**src/rtl/program_loader_if.sv**
```systemverilog
// rtl/program_loader_if.sv - byte stream in, instruction memory write port and status out
`timescale 1ns/1ps
interface program_loader_if #(
    parameter int ADDR_W = 12
);
    logic              rx_valid;
    logic [7:0]        rx_data;
    logic              rx_ready;
    logic              imem_we;
    logic [ADDR_W-1:0] imem_addr;
    logic [15:0]       imem_wdata;
    logic              cpu_rst;
    logic              done;
    logic              error;
    logic [ADDR_W:0]   words_loaded;

    modport master (
        output rx_valid, rx_data,
        input  rx_ready, imem_we, imem_addr, imem_wdata, cpu_rst, done, error, words_loaded
    );

    modport slave (
        input  rx_valid, rx_data,
        output rx_ready, imem_we, imem_addr, imem_wdata, cpu_rst, done, error, words_loaded
    );
endinterface

```
**src/rtl/program_loader.sv**
```systemverilog
// rtl/program_loader.sv - framed byte stream to 16-bit instruction memory writes with XOR check
`timescale 1ns/1ps
module program_loader #(
    parameter int          ADDR_W    = 12,
    parameter logic [7:0]  SYNC_BYTE = 8'hA5
) (
    input  logic             CLK,
    input  logic             RST,
    program_loader_if.slave  bus
);
    localparam int          WW      = ADDR_W + 1;
    localparam logic [16:0] MAX_CNT = 17'd1 << ADDR_W;

    typedef enum logic [2:0] {
        S_IDLE, S_CNT_HI, S_CNT_LO, S_D_HI, S_D_LO, S_CHK, S_DONE, S_ERR
    } state_t;

    state_t            r_state;
    logic [7:0]        r_cnt_hi;
    logic [ADDR_W:0]   r_cnt;
    logic [7:0]        r_hi;
    logic [7:0]        r_xor;
    logic [ADDR_W-1:0] r_addr;
    logic [ADDR_W:0]   r_words;
    logic              r_we;
    logic [ADDR_W-1:0] r_imem_addr;
    logic [15:0]       r_wdata;
    logic              r_cpu_rst;
    logic              r_done;
    logic              r_error;

    logic              w_accept;
    logic [15:0]       w_cnt;
    logic [ADDR_W:0]   w_words_next;

    assign bus.rx_ready = (r_state != S_DONE);
    assign w_accept     = bus.rx_valid & bus.rx_ready;
    assign w_cnt        = {r_cnt_hi, bus.rx_data};
    assign w_words_next = r_words + WW'(1);

    always_ff @(posedge CLK) begin
        if (RST) begin
            r_state     <= S_IDLE;
            r_cnt_hi    <= '0;
            r_cnt       <= '0;
            r_hi        <= '0;
            r_xor       <= '0;
            r_addr      <= '0;
            r_words     <= '0;
            r_we        <= 1'b0;
            r_imem_addr <= '0;
            r_wdata     <= '0;
            r_cpu_rst   <= 1'b1;
            r_done      <= 1'b0;
            r_error     <= 1'b0;
        end else begin
            r_we <= 1'b0;
            if (w_accept) begin
                case (r_state)
                    S_IDLE, S_ERR: begin
                        if (bus.rx_data == SYNC_BYTE) begin
                            r_state <= S_CNT_HI;
                            r_xor   <= '0;
                            r_addr  <= '0;
                            r_words <= '0;
                            r_error <= 1'b0;
                        end
                    end
                    S_CNT_HI: begin
                        r_cnt_hi <= bus.rx_data;
                        r_xor    <= r_xor ^ bus.rx_data;
                        r_state  <= S_CNT_LO;
                    end
                    S_CNT_LO: begin
                        r_xor <= r_xor ^ bus.rx_data;
                        r_cnt <= w_cnt[ADDR_W:0];
                        if ({1'b0, w_cnt} > MAX_CNT) begin
                            r_state <= S_ERR;
                            r_error <= 1'b1;
                        end else if (w_cnt == 16'd0) begin
                            r_state <= S_CHK;
                        end else begin
                            r_state <= S_D_HI;
                        end
                    end
                    S_D_HI: begin
                        r_hi    <= bus.rx_data;
                        r_xor   <= r_xor ^ bus.rx_data;
                        r_state <= S_D_LO;
                    end
                    S_D_LO: begin
                        // Address wraps only after the last word of a full-memory frame.
                        r_xor       <= r_xor ^ bus.rx_data;
                        r_we        <= 1'b1;
                        r_imem_addr <= r_addr;
                        r_wdata     <= {r_hi, bus.rx_data};
                        r_addr      <= r_addr + ADDR_W'(1);
                        r_words     <= w_words_next;
                        r_state     <= (w_words_next == r_cnt) ? S_CHK : S_D_HI;
                    end
                    S_CHK: begin
                        if (bus.rx_data == r_xor) begin
                            r_state   <= S_DONE;
                            r_done    <= 1'b1;
                            r_cpu_rst <= 1'b0;
                        end else begin
                            r_state <= S_ERR;
                            r_error <= 1'b1;
                        end
                    end
                    default: ;
                endcase
            end
        end
    end

    assign bus.imem_we      = r_we;
    assign bus.imem_addr    = r_imem_addr;
    assign bus.imem_wdata   = r_wdata;
    assign bus.cpu_rst      = r_cpu_rst;
    assign bus.done         = r_done;
    assign bus.error        = r_error;
    assign bus.words_loaded = r_words;
endmodule

```
**src/flat_wrapper.sv**
```systemverilog
// flat-port wrapper written by rule: the top's interface ports become plain ports
module program_loader_flat 
#(
    parameter int          ADDR_W    = 12,
    parameter logic [7:0]  SYNC_BYTE = 8'hA5
)
  (CLK, RST, bus_rx_valid, bus_rx_data, bus_rx_ready, bus_imem_we, bus_imem_addr, bus_imem_wdata, bus_cpu_rst, bus_done, bus_error, bus_words_loaded);
  program_loader_if #(.ADDR_W(ADDR_W)) bus_i ();
  input  logic CLK;
  input  logic RST;
  input wire logic [$bits(bus_i.rx_valid)-1:0] bus_rx_valid;
  input wire logic [$bits(bus_i.rx_data)-1:0] bus_rx_data;
  output wire logic [$bits(bus_i.rx_ready)-1:0] bus_rx_ready;
  output wire logic [$bits(bus_i.imem_we)-1:0] bus_imem_we;
  output wire logic [$bits(bus_i.imem_addr)-1:0] bus_imem_addr;
  output wire logic [$bits(bus_i.imem_wdata)-1:0] bus_imem_wdata;
  output wire logic [$bits(bus_i.cpu_rst)-1:0] bus_cpu_rst;
  output wire logic [$bits(bus_i.done)-1:0] bus_done;
  output wire logic [$bits(bus_i.error)-1:0] bus_error;
  output wire logic [$bits(bus_i.words_loaded)-1:0] bus_words_loaded;
  assign bus_i.rx_valid = bus_rx_valid;
  assign bus_i.rx_data = bus_rx_data;
  assign bus_rx_ready = bus_i.rx_ready;
  assign bus_imem_we = bus_i.imem_we;
  assign bus_imem_addr = bus_i.imem_addr;
  assign bus_imem_wdata = bus_i.imem_wdata;
  assign bus_cpu_rst = bus_i.cpu_rst;
  assign bus_done = bus_i.done;
  assign bus_error = bus_i.error;
  assign bus_words_loaded = bus_i.words_loaded;
  program_loader #(.ADDR_W(ADDR_W), .SYNC_BYTE(SYNC_BYTE)) u_core (.CLK(CLK), .RST(RST), .bus(bus_i));
endmodule
```
**config.mk**
```make
export PLATFORM = sky130hd
export DESIGN_NAME = program_loader_flat
export DESIGN_NICKNAME = d
export VERILOG_FILES = /design/src/rtl/program_loader_if.sv /design/src/rtl/program_loader.sv /design/src/flat_wrapper.sv
export SDC_FILE = /design/constraint.sdc
export NUM_CORES = 1
export LEC_CHECK = 0
export CAP_MARGIN = 40
export CORE_ASPECT_RATIO = 0.6
export CORE_MARGIN = 2
export CORE_UTILIZATION = 45
export DETAILED_ROUTE_END_ITERATION = 8
export PLACE_DENSITY = 0.64
export SKIP_LAST_GASP = 1
export SYNTH_ARGS = -nofsm -noshare
export SYNTH_HDL_FRONTEND = slang
export SYNTH_SLANG_ARGS = --single-unit
```
**constraint.sdc**
```tcl
create_clock -name CLK -period 2.4 [get_ports CLK]
set_clock_uncertainty 0.1 [all_clocks]
set_input_delay 0.36 -clock CLK [delete_from_list [all_inputs] [get_ports CLK]]
set_output_delay 0.36 -clock CLK [all_outputs]
set_load 0.05 [all_outputs]
```
==> impl_metrics.csv <==
group,metric,value,unit
setup_path,critPathArrivalTime,2350,ps
setup_path,critical_path_class,"in2reg",
logic_synthesis,synth_ff_type,"dfxtp_1",
grt,grt_pass1_wl,19.7,mm
floorplanning,die_x,134,um
cts,clock_latency,350,ps
logic_synthesis,syn_area_per_cell,7.63,sq um
placed_design,hpwl,8.50,mm
floorplanning,initial_core_util,46.1,%
timing,worst_slew_pin_slew,876,ps
final_layout,fin_cells,799,
grt,globalRoute.totalOverflow,0,
logic_synthesis,synth_cell_types,57,
floorplanning,io_pins,57,
logic_synthesis,synth_compound_gate_area_share,19.0,%
routing,vias,4366,
logic_synthesis,synth_top_family_by_area,"simple AND/OR/NAND/NOR gates",
placed_design,postPlaceCellArea,5410,sq um
timing,maxSlewViolCount,0,
timing,fin_crit_sh,93.6,%
placed_design,post-place-cells,783,
worst_hold_path,min_from,"u_core.bus.cpu_rst$_SDFFE_PP1P_",
floorplanning,die_area,10900,sq um
timing,fmax,445,MHz
worst_hold_path,hold_depth,1,
floorplanning,rows,28,
cts,ctsHoldBuffers,0,
routing,drtPass1Iterations,5,
routing,ant_nets,0,
routing,first_iter_violations,225,
grt,grt_pass1_vias,4026,
timing,slew_headroom,41.6,%
routing,wl_per_cell,15.1,um
cts,post_cts_resized,0,
grt,grt_start_max_net_pins,86,
cts,path_clk_slew,70,ps
final_layout,layout_common_cells,"nand2_1 (142), dfxtp_1 (96), a21oi_1 (79)",
logic_synthesis,synthXorXnorAreaFrac,4.05,%
run_status,status,"complete, no violations",
routing,routed_via_density,5.46,
setup_path,regToRegSetupSlack,260,ps
final_layout,drive_gt1_share,10.4,%
setup_path,crit_path_start,"bus_rx_data[3]",
logic_synthesis,ys_seq_area_share,42.8,%
pwr,peakVddDrop,0.375,mV
timing,holdWs,351,ps
timing,rsz0062_at_grt,"no",
logic_synthesis,postSynth.asyncResetShare,0,%
cts,root_buffer,"clkbuf_16",
setup_path,reg2reg_depth,6,
job,drv_cap,0,
logic_synthesis,yosys_register_bits,97,
logic_synthesis,syn_nets,608,
floorplanning,die_height,81.8,um
pwr,power_density,566,nW/um^2
pwr,p_leak,1.96,nW
worst_hold_path,hold_path.class,"reg2reg",
floorplanning,core,9840,sq um
logic_synthesis,synthAdderAreaFrac,0.551,%
cts,clkSinkCount,97,
final_layout,final_area,5710,sq um
logic_synthesis,synth-edff-count,0,
logic_synthesis,synthMuxAreaShare,0.965,%
timing,finalSetupViolCount,0,
final_layout,synthToLayoutAreaGrowth,25.7,%
cts,htree_levels,3,
setup_path,r2r_start,"u_core.bus.words_loaded[2]$_SDFFE_PP0P_",
placed_design,io_buffers,56,
cts,post-cts-setup-buffer-count,0,
setup_path,endpoint_kind,"register",
placed_design,gp_congestion,0.904,
setup_path,worstPathMaxFanout,8,
timing,period_needed,2250,ps
final_layout,final_common_cell,"nand2_1",
routing,post-route-drc-count,0,
timing,hold_violations,0,
logic_synthesis,synth-simple-area-share,27.8,%
setup_path,reg2reg_to,"u_core.r_state[1]$_SDFFE_PP0P_",
logic_synthesis,yosysWarnings,0,
logic_synthesis,syn_inst,595,
setup_path,worstPathRequired,2510,ps
grt,gr-usage-all-layers,22.9,%
worst_hold_path,min_to,"u_core.bus.cpu_rst$_SDFFE_PP1P_",
grt,antenna_found_initial,0,
cts,tritoncts,"yes",
final_layout,nets,672,
final_layout,antennaDiodeCount,0,
cts,cts_buffers,9,
cts,clk_path_buf_depth,2,
final_layout,fillers,912,
routing,wirelength,12.1,mm
setup_path,setup.worst_path.start_class,"primary input",
logic_synthesis,syn-cell-area,4540,sq um
==> worst max-delay path by stage <==
stage	cells past startpoint	slack (ps)	end
detailed placement	8	-170	u_core.r_xor[5]$_SDFFE_PP0P_
global placement	7	-100	u_core.bus.words_loaded[5]$_SDFFE_PP0P_
floorplan	7	20	u_core.r_state[2]$_SDFFE_PP0P_
finish	8	150	u_core.r_xor[5]$_SDFFE_PP0P_
CTS	1	180	bus_words_loaded[8]
global route	8	30	u_core.r_xor[5]$_SDFFE_PP0P_
==> final cells by class <==
| type | instances | area, sq um | share of cell area (%) |
|---|---|---|---|
| Sequential cell | 97 | 1940 | 34.0 |
| Tap cell | 135 | 169 | 2.96 |
| Clock inverter | 7 | 77.6 | 1.36 |
| Inverter | 7 | 26.3 | 0.460 |
| Multi-Input combinational cell | 447 | 2380 | 41.7 |
| Timing Repair Buffer | 97 | 886 | 15.5 |
| Clock buffer | 9 | 225 | 3.95 |
==> cell usage after synthesis (all sizes together), types with 2 or more instances <==
master   count  share of area (%)
nor2        44                3.6
nand3       16                2.0
clkbuf      33                2.7
nand2b      14                1.9
nand4       11                1.7
nand3b       4               0.66
nor2b        2               0.28
a211o        4               0.77
and4         2               0.39
a31oi        7               0.96
dfxtp       97                 43
nand2      142                 12
a21oi       79                8.7
or2b         3               0.50
or3          4               0.55
and2         3               0.41
inv          6               0.50
ha           2               0.55
mux2         3               0.74
a311oi       4               0.77
or2          2               0.28
and3         6               0.83
nor3         8               0.99
o2111ai      3               0.72
xor2        11                2.1
o211ai       3               0.50
buf         11                1.5
o21ai       31                3.4
xnor2       10                1.9
a211oi       5               0.83
nor4         8                1.4
==> where the power goes <==
part           total [mW]  switching, mW  internal [mW]  leakage, nW
Combinational       0.136         0.0831         0.0529         1.03
Clock                1.48          0.664          0.817        0.146
Sequential           1.61        0.00239           1.61        0.781
==> worst max-delay path, cell delays in order <==
cell and delay [ps]:
clkdlybuf4s50_1 490, buf_4 190, nor4_4 350, a32oi_1 180, nand2b_1 190, o21a_1 290
o21ai_1 180, o21ai_0 120
==> state kept, by name (all words and copies together), names as in the netlist, 8 cells and up <==
name / cells
u_core.bus.imem_wdata: 16
u_core.bus.words_loaded: 13
u_core.r_cnt: 13
u_core.bus.imem_addr: 12
u_core.r_addr: 12
u_core.r_cnt_hi: 8
u_core.r_hi: 8
u_core.r_xor: 8
==> kinds of logic after synthesis <==
kind of cell / after synthesis
compound gates: 148
xor+xnor: 21
fa+ha+maj: 2
buf+inv: 51
flops: 97
mux: 4
simple gates: 272
==> per-layer routing <==
metal  part of all wire (%)  vias to the layer above  global-route usage [%]
li1                       -                     2175                       -
met1                     51                     2064                    32.2
met2                     43                      115                    35.1
met3                    5.7                       12                    6.67
met4                   0.89                        0                    5.32
met5                      0                        -                       0
==> through the flow <==
stage	TNS, ps	power (mW)	utilization (%)	setup slack [ps]
floorplan	0	1.72	-	17.2
global placement	-1470	1.78	54.9	-95.8
detailed placement	-2170	1.78	54.9	-171
CTS	0	3.26	58.0	182
global route	0	3.33	58.0	34.3
finish	0	3.23	58.0	153
Note: power is estimated with default switching activity, not from simulation.
